## config.mk

```make
export PLATFORM = sky130hd
export DESIGN_NAME = ip_sel_ctrl
export DESIGN_NICKNAME = d
export VERILOG_FILES = /design/src/rtl/ip_sel_ctrl_pkg.sv /design/src/rtl/ip_sel_ctrl_regs.sv /design/src/rtl/ip_sel_ctrl.sv
export SDC_FILE = /design/constraint.sdc
export NUM_CORES = 1
export LEC_CHECK = 0
export CORE_ASPECT_RATIO = 0.7
export CORE_MARGIN = 2
export CORE_UTILIZATION = 44
export DETAILED_ROUTE_END_ITERATION = 8
export PLACE_DENSITY = 0.66
export REMOVE_ABC_BUFFERS = 1
export SYNTH_ARGS = -nofsm -noshare
export SYNTH_HDL_FRONTEND = slang
export SYNTH_SLANG_ARGS = --single-unit
```

## constraint.sdc

```tcl
create_clock -name clk_i -period 4.1 [get_ports clk_i]
set_input_delay 0.82 -clock clk_i [delete_from_list [all_inputs] [get_ports clk_i]]
set_output_delay 0.82 -clock clk_i [all_outputs]
set_load 0.05 [all_outputs]
```

## src/rtl/ip_sel_ctrl_pkg.sv

```systemverilog
`default_nettype none
// ============================================================================
// Module   : ip_sel_ctrl_pkg
// Brief    : Shared FSM encoding, register map and STATUS layout for ip_sel_ctrl.
// Revision : 1.0 - initial release
// ============================================================================
package ip_sel_ctrl_pkg;

   typedef enum logic [2:0] {
      ST_IDLE    = 3'd0,
      ST_QUIESCE = 3'd1,
      ST_RESET   = 3'd2,
      ST_SWITCH  = 3'd3,
      ST_SETTLE  = 3'd4,
      ST_ABORT   = 3'd5
   } state_e;

   localparam logic [3:0] c_addr_req    = 4'h0;
   localparam logic [3:0] c_addr_status = 4'h4;
   localparam logic [3:0] c_addr_tmo    = 4'h8;
   localparam logic [3:0] c_addr_irqen  = 4'hC;

   localparam int c_stat_busy    = 0;
   localparam int c_stat_done    = 1;
   localparam int c_stat_err     = 2;
   localparam int c_stat_sel_lsb = 8;

   function automatic logic [15:0] sat_inc16(input logic [15:0] v);
      return (v == 16'hFFFF) ? v : v + 16'd1;
   endfunction

endpackage
`default_nettype wire

```

## src/rtl/ip_sel_ctrl_regs.sv

```systemverilog
`default_nettype none
// ============================================================================
// Module   : ip_sel_ctrl_regs
// Brief    : Config APB decode and register file (REQ/STATUS/TMO, IRQEN when
//            IP_SEL_CTRL_IRQ_EN is defined).
// Revision : 1.0 - initial release
// ============================================================================
module ip_sel_ctrl_regs #(
   parameter int unsigned   SEL_WIDTH = 5,
   parameter logic [15:0]   DEF_TMO   = 16'd1024
) (
   input  logic                 clk_i,
   input  logic                 rst_i,
   input  logic                 cfg_psel_i,
   input  logic                 cfg_penable_i,
   input  logic                 cfg_pwrite_i,
   input  logic [3:0]           cfg_paddr_i,
   input  logic [31:0]          cfg_pwdata_i,
   output logic [31:0]          cfg_prdata_o,
   output logic                 cfg_pslverr_o,
   input  logic                 busy_i,
   input  logic [SEL_WIDTH-1:0] sel_i,
   input  logic                 set_done_i,
   input  logic                 set_err_i,
   output logic                 req_start_o,
   output logic [SEL_WIDTH-1:0] target_o,
   output logic [15:0]          tmo_o,
   output logic                 irq_o
);
   import ip_sel_ctrl_pkg::*;

   logic [SEL_WIDTH-1:0] target_q, target_d;
   logic [15:0]          tmo_q, tmo_d;
   logic                 done_q, done_d, err_q, err_d;
   logic [31:0]          prdata_q, prdata_d;

   logic                 w_access, w_setup, w_is_req, w_is_status, w_is_tmo, w_is_irqen;
   logic                 w_mapped, w_req_wr, w_req_ok, w_stat_wr;
   logic [3:0]           w_addr;
   logic [SEL_WIDTH-1:0] w_new_sel;
   logic [1:0]           w_irqen_rd;
   logic [31:0]          w_status, w_rdata;
   logic                 unused_bits;

   assign w_access    = cfg_psel_i & cfg_penable_i;
   assign w_setup     = cfg_psel_i & ~cfg_penable_i;
   assign w_addr      = {cfg_paddr_i[3:2], 2'b00};
   assign w_is_req    = (w_addr == c_addr_req);
   assign w_is_status = (w_addr == c_addr_status);
   assign w_is_tmo    = (w_addr == c_addr_tmo);
   assign w_mapped    = w_is_req | w_is_status | w_is_tmo | w_is_irqen;
   assign w_new_sel   = cfg_pwdata_i[SEL_WIDTH-1:0];
   assign w_req_wr    = w_access & cfg_pwrite_i & w_is_req;
   assign w_req_ok    = w_req_wr & ~busy_i;
   assign w_stat_wr   = w_access & cfg_pwrite_i & w_is_status;
   assign unused_bits = ^{cfg_paddr_i[1:0], cfg_pwdata_i[31:16]};

   // Error is decided in the access cycle from the same busy that gates acceptance.
   assign req_start_o   = w_req_ok & (w_new_sel != sel_i);
   assign cfg_pslverr_o = w_access & (~w_mapped | (w_req_wr & busy_i));
   assign cfg_prdata_o  = prdata_q;
   assign target_o      = target_q;
   assign tmo_o         = tmo_q;

   always_comb begin
      w_status                          = '0;
      w_status[c_stat_busy]             = busy_i;
      w_status[c_stat_done]             = done_q;
      w_status[c_stat_err]              = err_q;
      w_status[c_stat_sel_lsb +: 8]     = 8'(sel_i);

      w_rdata = '0;
      if (w_is_req)         w_rdata = 32'(target_q);
      else if (w_is_status) w_rdata = w_status;
      else if (w_is_tmo)    w_rdata = {16'h0000, tmo_q};
      else if (w_is_irqen)  w_rdata = {30'h0, w_irqen_rd};
   end

   always_comb begin
      target_d = w_req_ok ? w_new_sel : target_q;
      tmo_d    = (w_access & cfg_pwrite_i & w_is_tmo) ? cfg_pwdata_i[15:0] : tmo_q;

      // Clear first so a coincident set wins.
      done_d = done_q;
      if (w_stat_wr & cfg_pwdata_i[c_stat_done]) done_d = 1'b0;
      if (set_done_i | (w_req_ok & (w_new_sel == sel_i))) done_d = 1'b1;

      err_d = err_q;
      if (w_stat_wr & cfg_pwdata_i[c_stat_err]) err_d = 1'b0;
      if (set_err_i) err_d = 1'b1;

      prdata_d = w_setup ? w_rdata : prdata_q;
   end

   always_ff @(posedge clk_i) begin
      if (rst_i) begin
         target_q <= '0;
         tmo_q    <= DEF_TMO;
         done_q   <= 1'b0;
         err_q    <= 1'b0;
         prdata_q <= '0;
      end else begin
         target_q <= target_d;
         tmo_q    <= tmo_d;
         done_q   <= done_d;
         err_q    <= err_d;
         prdata_q <= prdata_d;
      end
   end

`ifdef IP_SEL_CTRL_IRQ_EN
   logic [1:0] irqen_q, irqen_d;
   logic       irq_q, irq_d;

   assign w_is_irqen = (w_addr == c_addr_irqen);
   assign w_irqen_rd = irqen_q;
   assign irq_o      = irq_q;

   always_comb begin
      irqen_d = irqen_q;
      if (w_access & cfg_pwrite_i & w_is_irqen) irqen_d = cfg_pwdata_i[1:0];
      irq_d = (done_q & irqen_q[0]) | (err_q & irqen_q[1]);
   end

   always_ff @(posedge clk_i) begin
      if (rst_i) begin
         irqen_q <= 2'b00;
         irq_q   <= 1'b0;
      end else begin
         irqen_q <= irqen_d;
         irq_q   <= irq_d;
      end
   end
`else
   assign w_is_irqen = 1'b0;
   assign w_irqen_rd = 2'b00;
   assign irq_o      = 1'b0;
`endif

endmodule
`default_nettype wire

```

## src/rtl/ip_sel_ctrl.sv

```systemverilog
`default_nettype none
// ============================================================================
// Module   : ip_sel_ctrl
// Brief    : Glitch-free runtime switching of the user-IP select code: quiesce,
//            drain, reset user IP, update sel_o, settle. IRQ via IP_SEL_CTRL_IRQ_EN.
// Revision : 1.0 - initial release
// ============================================================================
module ip_sel_ctrl #(
   parameter int unsigned SEL_WIDTH     = 5,
   parameter int unsigned RST_CYCLES    = 4,
   parameter int unsigned SETTLE_CYCLES = 2,
   parameter logic [15:0] DEF_TMO       = 16'd1024
) (
   input  logic                 clk_i,
   input  logic                 rst_i,
   input  logic                 cfg_psel_i,
   input  logic                 cfg_penable_i,
   input  logic                 cfg_pwrite_i,
   input  logic [3:0]           cfg_paddr_i,
   input  logic [31:0]          cfg_pwdata_i,
   output logic [31:0]          cfg_prdata_o,
   output logic                 cfg_pready_o,
   output logic                 cfg_pslverr_o,
   input  logic                 bus_psel_i,
   input  logic                 bus_penable_i,
   input  logic                 bus_pready_i,
   output logic                 bus_hold_o,
   output logic                 ip_rst_o,
   output logic [SEL_WIDTH-1:0] sel_o,
   output logic                 busy_o,
   output logic                 irq_o
);
   import ip_sel_ctrl_pkg::*;

   localparam logic [15:0] c_rst_last    = 16'(RST_CYCLES - 1);
   localparam logic [15:0] c_settle_last = 16'(SETTLE_CYCLES - 1);

   state_e               state_q, state_d;
   logic [15:0]          cnt_q, cnt_d, tmo_act_q, tmo_act_d;
   logic [SEL_WIDTH-1:0] sel_q, sel_d;
   logic                 hold_q, hold_d, iprst_q, iprst_d, busy_q, busy_d;

   logic                 w_req_start, w_set_done, w_set_err, w_slot_idle;
   logic [SEL_WIDTH-1:0] w_target;
   logic [15:0]          w_tmo;

   ip_sel_ctrl_regs #(
      .SEL_WIDTH (SEL_WIDTH),
      .DEF_TMO   (DEF_TMO)
   ) u_regs (
      .clk_i         (clk_i),
      .rst_i         (rst_i),
      .cfg_psel_i    (cfg_psel_i),
      .cfg_penable_i (cfg_penable_i),
      .cfg_pwrite_i  (cfg_pwrite_i),
      .cfg_paddr_i   (cfg_paddr_i),
      .cfg_pwdata_i  (cfg_pwdata_i),
      .cfg_prdata_o  (cfg_prdata_o),
      .cfg_pslverr_o (cfg_pslverr_o),
      .busy_i        (busy_q),
      .sel_i         (sel_q),
      .set_done_i    (w_set_done),
      .set_err_i     (w_set_err),
      .req_start_o   (w_req_start),
      .target_o      (w_target),
      .tmo_o         (w_tmo),
      .irq_o         (irq_o)
   );

   // A completing transfer counts as idle: the slot is free from the next cycle.
   assign w_slot_idle = ~bus_psel_i | (bus_penable_i & bus_pready_i);

   always_comb begin
      state_d    = state_q;
      cnt_d      = cnt_q;
      tmo_act_d  = tmo_act_q;
      sel_d      = sel_q;
      w_set_done = 1'b0;
      w_set_err  = 1'b0;
      case (state_q)
         ST_IDLE: begin
            if (w_req_start) begin
               state_d   = ST_QUIESCE;
               cnt_d     = '0;
               tmo_act_d = w_tmo;
            end
         end
         ST_QUIESCE: begin
            if (w_slot_idle) begin
               state_d = ST_RESET;
               cnt_d   = '0;
            end else if ((tmo_act_q != 16'd0) && (sat_inc16(cnt_q) >= tmo_act_q)) begin
               state_d = ST_ABORT;
            end else begin
               cnt_d = sat_inc16(cnt_q);
            end
         end
         ST_RESET: begin
            if (cnt_q == c_rst_last) begin
               state_d = ST_SWITCH;
               cnt_d   = '0;
            end else begin
               cnt_d = sat_inc16(cnt_q);
            end
         end
         ST_SWITCH: begin
            sel_d   = w_target;
            state_d = ST_SETTLE;
            cnt_d   = '0;
         end
         ST_SETTLE: begin
            if (cnt_q == c_settle_last) begin
               state_d    = ST_IDLE;
               w_set_done = 1'b1;
            end else begin
               cnt_d = sat_inc16(cnt_q);
            end
         end
         ST_ABORT: begin
            state_d   = ST_IDLE;
            w_set_err = 1'b1;
         end
         default: state_d = ST_IDLE;
      endcase

      busy_d  = (state_d != ST_IDLE);
      hold_d  = (state_d == ST_QUIESCE) || (state_d == ST_RESET) ||
                (state_d == ST_SWITCH)  || (state_d == ST_SETTLE);
      iprst_d = (state_d == ST_RESET);
   end

   always_ff @(posedge clk_i) begin
      if (rst_i) begin
         state_q   <= ST_IDLE;
         cnt_q     <= '0;
         tmo_act_q <= DEF_TMO;
         sel_q     <= '0;
         hold_q    <= 1'b0;
         iprst_q   <= 1'b0;
         busy_q    <= 1'b0;
      end else begin
         state_q   <= state_d;
         cnt_q     <= cnt_d;
         tmo_act_q <= tmo_act_d;
         sel_q     <= sel_d;
         hold_q    <= hold_d;
         iprst_q   <= iprst_d;
         busy_q    <= busy_d;
      end
   end

   assign cfg_pready_o = 1'b1;
   assign bus_hold_o   = hold_q;
   assign ip_rst_o     = iprst_q;
   assign sel_o        = sel_q;
   assign busy_o       = busy_q;

endmodule
`default_nettype wire

```

### Word level (Yosys, flattened, before mapping)

Cells that the tools add are included.

* equal/unequal tests: 19
* multiplexer cells: 23
* $lt $le $gt $ge: 1
* reductions and logical operators: 13
* bitwise operators: 23
* $add $sub $neg: 1

Operator list (number)
* $mux 16: 7
* $pmux 16 s5: 1
* $mux 32: 2
* $add 16x1->16 const B: 1
* $eq 16x1->1 const B: 1
* $eq 16x16->1 const B: 1
* $eq 16x2->1 const B: 1
* $ge 16x16->1: 1
* $reduce_bool 16->1: 1
* $mux 3: 5
* $pmux 3 s5: 1
* $and 1x1->1: 14
* $eq 3x2->1 const B: 4
* $eq 3x3->1 const B: 3
* $mux 1: 7
* $eq 3x1->1 const B: 2
* $eq 5x5->1: 1
* $ne 5x5->1: 1
* $or 1x1->1: 5
* $reduce_bool 5->1: 1
* $logic_not 4->1: 1
* $not 1->1: 4
* $reduce_and 4->1: 1
* $reduce_bool 2->1: 2
* 10 further kinds: 12

* logic and storage cells: 92
* input bits: 44
* output and inout port bits: 43
* register bits: 98

### Longest topological paths before layout

* word-level depth: 11
* depth in mapped cells: 14
* gate-level depth less buffers: 13

### Cells and area by module

Synthesis repeated with hierarchy kept, for this count alone.

* cells, all modules: 549
* area total of the unflattened synthesis: 4469.3 um^2

Modules (own cells, without submodules)
* ip_sel_ctrl: cells each 331, seq. area each 860.8 um^2, area each 2631.3 um^2, instances 1
* ip_sel_ctrl_regs: cells each 218, seq. area each 780.7 um^2, area each 1838.0 um^2, instances 1

### Worst setup path after synthesis

OpenSTA, ideal clock, no wires.

* path type: flip-flop to flip-flop
* from: register cnt_q[7]
* to: register cnt_q[4]
* slack: 0.634 ns
* stages on the path, launching flop included: 15
* data required time: 3.969 ns
* buffers on the path: 2
* library setup time: 0.131 ns
* clock period less this slack: 3.466 ns
* arrival time: 3.335 ns
* path through: dfxtp_1 -> clkbuf_1 -> nand4_1 -> nor4_2 -> nor2_1 -> nand4_1 -> xnor2_1 -> ha_1 -> and3_1 -> a221oi_1 -> o31ai_1 -> a211o_1 -> buf_2 -> o311ai_1 -> o41ai_1

* cells in the longest elaborated chain, start to end: 6
* elaborated cells on any way between the ends: 15
* classes of those cells: add/sub (1); order compare (1); eq/ne (5); mux (6); reduce/logical (2)

RTL lines
* from (decl): line ip_sel_ctrl.sv:39 `logic [15:0] cnt_q, cnt_d, tmo_act_q, tmo_act_d;`
* from (signal assigned): line ip_sel_ctrl.sv:143 `cnt_q <= cnt_d;`
* $add 16x1->16 or $eq 16x16->1 (tied branches): line ip_sel_ctrl_pkg.sv:29 `return (v == 16'hFFFF) ? v : v + 16'd1;`
* $mux 16
* $ge 16x16->1: line ip_sel_ctrl.sv:92 `end else if ((tmo_act_q != 16'd0) && (sat_inc16(cnt_q) >= tmo_act_q)) begin`
* $logic_and 1x1->1: line ip_sel_ctrl.sv:92
* $ne 3x3->1 (no source line)
* $reduce_and 4->1 (no source line)

Parallel ways exist; a longest one is shown, timed or not. The select of a mux whose other input is x is not followed.
A chain may end at the register's enable or synchronous reset.

### Worst setup path in the final report

* from: register cnt_q[7]
* to: register cnt_q[10]

* cells in the longest elaborated chain, start to end: 6
* elaborated cells on any way between the ends: 15
* classes of those cells: add/sub (1); order compare (1); eq/ne (5); mux (6); reduce/logical (2)

RTL lines (line)
* $add 16x1->16 or $eq 16x16->1 (tied branches): ip_sel_ctrl_pkg.sv:29
* $mux 16: ip_sel_ctrl_pkg.sv:29
* $ge 16x16->1: ip_sel_ctrl.sv:92
* $logic_and 1x1->1: ip_sel_ctrl.sv:92
* $ne 3x3->1 (no source line)
* $reduce_and 4->1 (no source line)

Parallel ways exist; a longest one is shown, timed or not. The select of a mux whose other input is x is not followed.

==> key figures <==
Logic synthesis
  – Async S/R FF share, synth: 0
  – Mapped Area: 4397 sq um
  – Cell count after synthesis: ~530
  – Yosys Warn Count: 0
  – Yosys cell types: between 60 and 70
  – Syn avg cell area: about 8.4 sq um
  – Largest area contributor in the netlist: dfxtp_1
  – EDFF count, synth: 0
  – Post-synth top area share: 0.3734
  – Most frequent cells after synthesis: dfxtp_1, nor2_1, nand2_1
  – Seq/Total Area, Yosys: 0.3734
  – Most frequent cell after synthesis: dfxtp_1
  – Flops & latches, synth: 82
  – Main synth FF type: dfxtp_1
  – Synth top area cells: dfxtp_1, mux2i_1, nor2_1, ha_1, nand2_1

Global route
  – Grt ovf: 0
  – Gr usage total: 0.2196
  – Initial antenna violation count: 0
  – Vias in the first global route: 3543
  – First-pass GRT wire length: between 15000 and 20000 um
  – Pin count of the biggest net entering global routing: just over 70

Run
  – Max cap viols: 0

Finish
  – Fin cells: between 700 and 800
  – Layout area overhead: 20.35%
  – Multi-input gate area: 2459 sq um
  – Share of cells above drive strength 1: 0.08507
  – Antenna cells: 0
  – Layout Nets: between 600 and 700
  – Filler cells: approximately 890
  – FF+latch area: approximately 1600 sq um

Drt
  – DR DRC count: 0
  – Detailed-route vias per instance: around 5.5
  – Detailed-route wire length: approximately 11000 um
  – Total number of vias: 3907
  – Metal2 WL: around 4700 um
  – DRT iter0 DRCs: approximately 250
  – Met3 Routed Length: slightly above 900 um
  – M1 wire length: around 5700 um
  – First-pass iteration count of the detailed router: 5
  – Antenna viol nets, final: 0
  – Top Metal Used: met4
  – Wire per inst: 16.27 um

STA
  – Final Hold Fails: 0
  – # setup viols final: 0
  – Final setup TNS: 0 ps
  – Period utilisation layout: 0.9306
  – Final min period: about 3800 ps
  – Clock skew: approximately 8.1 ps
  – Max Clk Rate: between 200 and 300 MHz
  – Worst-margin pin slew: 739.0 ps
  – RSZ-0062 raised after global routing: true
  – Max transition margin: 0.5073
  – Slew Viols, Final: 0

Power and ir drop
  – Clock power share: 0.476
  – Maximum VDD drop: ~0.00028 V
  – P_int: roughly 1.4 mW
  – Sw frac: 0.2505
  – Leak: 2.032 nW
  – Total power: 1.862 mW
  – Sequential share of power: 0.435
  – Psw: 0.4665 mW
  – Combinational power share: 0.089
  – PwrDens: around 350 nW/um^2

Floorplanning
  – Ports: 87
  – Core area: approximately 10000 sq um
  – FP Rows: 30
  – DIE WIDTH: about 120 um
  – Die H: between 80 and 90 um
  – Initial Util: 0.4523
  – Die area: about 11000 sq um

Clocking
  – Skew-Pair Late Insertion Delay: between 300 and 400 ps
  – Inserted Clock Buffers: 9
  – H-tree Lvls: 3
  – CTS root buf: clkbuf_16
  – CTS tree: built
  – Clock slew at the register clock pins of the worst setup and hold paths: about 60 ps
  – CTS max path bufs: 2
  – Post_cts resized: 0
  – Clk sinks: between 80 and 90
  – Cts hold-fix bufs: 0
  – Setup bufs post-CTS: 0

Worst setup path
  – Worst reg-to-reg setup slack: ~280 ps
  – Slowest-stage cell, CP: or4_1
  – Kind of critical path: register to register
  – Critical path, cell by cell: nand4_1, or4_1, nand2_1, xnor2_1, ha_1, and3_1, a221oi_1, o31ai_1, a211o_1, buf_4, o211a_1, a41o_1
  – Worst path arrival time: between 4000 and 5000 ps
  – CP endpoint kind: register
  – Required @ worst endpoint: 4340 ps
  – Reg-to-Reg Start: cnt_q[7]
  – Crit path from: cnt_q[7]
  – Terminus of the critical flop-to-flop path: cnt_q[10]
  – Max FO, Critical Path: 8
  – Critical path endpoint: cnt_q[10]
  – Worst Reg2Reg Path Length in Cells: 12
  – Max stage delay on crit path: 620 ps
  – Startpoint types: register

Hold path
  – Hold Startpoint: u_regs.tmo_o[7]
  – Worst min-delay path class: register to register

Placed design
  – Placed insts: between 600 and 700
  – Final HPWL DP: roughly 8400 um
  – I/O Buffers: 50
  – Gp weighted congestion: around 0.9

Status
  – Run status: finished, final reports clean
## power by group through the flow
| stage | clock network (mW) | registers [mW] | logic [mW] |
|---|---|---|---|
| final | 0.886 | 0.810 | 0.166 |
| after global routing | 0.935 | 0.811 | 0.176 |
| after CTS | 0.899 | 0.810 | 0.164 |
| after detailed placement | 0 | 0.828 | 0.164 |
| after global placement | 0 | 0.828 | 0.163 |
| after floorplan | 0 | 0.845 | 0.0751 |
## layer usage
metal  track usage  vias up
met1        0.3218     1840
met3       0.06901       13
met5             0        -
met2        0.3127      133
li1              -     1921
met4       0.05165        0
## worst min-delay path by stage
| stage | to | depth (start not counted) |
|---|---|---|
| floorplan | u_regs.tmo_o[3] | 2 |
| global placement | u_regs.tmo_o[3] | 2 |
| detailed placement | u_regs.tmo_o[12] | 2 |
| CTS | u_regs.tmo_o[12] | 2 |
| global route | u_regs.tmo_o[15] | 2 |
| finish | u_regs.tmo_o[7] | 2 |
## placed cells by master (no fill, tap or decap), types with 14 or more instances in the layout
master,instances
dfxtp_1,80
conb_1,18
a21oi_1,27
nor3_1,14
inv_1,21
buf_4,16
clkdlybuf4s50_1,49
nand2_1,60
mux2i_1,31
nor2_1,66
ha_1,18
## kinds of logic after synthesis
kind of cell	Yosys count	synth area share
AOI/OAI and AO/OA	95	0.1537
xor gates and xnor gates	15	0.02988
adders and majority gates	18	0.05122
buffers and inverters	70	0.08111
DFF	82	0.3734
muxes	34	0.07826
other	2	0.001708
and+or+nand+nor	209	0.2308
## metrics by stage
step | hold slack [ps] | setup WS [ps] | cell area (sq um) | util
floorplan | 442.6 | 702.0 | 4187 | -
global placement | 462.4 | 358.8 | 4962 | 0.5104
detailed placement | 471.2 | 340.6 | 4962 | 0.5104
CTS | 480.2 | 315.1 | 5289 | 0.5440
global route | 502.8 | -13.36 | 5291 | 0.5443
finish | 478.3 | 284.4 | 5291 | 0.5443
## registers in the layout, indices dropped and copies added (netlist names)
signal / cells
u_regs.err_q: 1
u_regs.cfg_prdata_o: 16
busy_o: 1
bus_hold_o: 1
sel_o: 5
u_regs.target_o: 5
u_regs.done_q: 1
tmo_act_q: 16
ip_rst_o: 1
cnt_q: 16
u_regs.tmo_o: 16
state_q: 3
## final cells by class
| class | instances | area share |
|---|---|---|
| repair buffers | 66 | 0.1163 |
| inverters | 23 | 0.01632 |
| well taps | 128 | 0.03027 |
| clock buffers | 9 | 0.04256 |
| multi-input cells | 389 | 0.4646 |
| flip-flops and latches | 82 | 0.3107 |
| clock inverters | 7 | 0.01915 |
## worst max-delay path, delay by kind of cell (launching register included)
kind,cells,cell delay [ps]
simple gates,4,1230
fa+ha+maj,1,310
xor+xnor,1,200
compound gates,5,1280
flops,1,470
buf+inv,1,200
(Power assumes the default switching activity.)
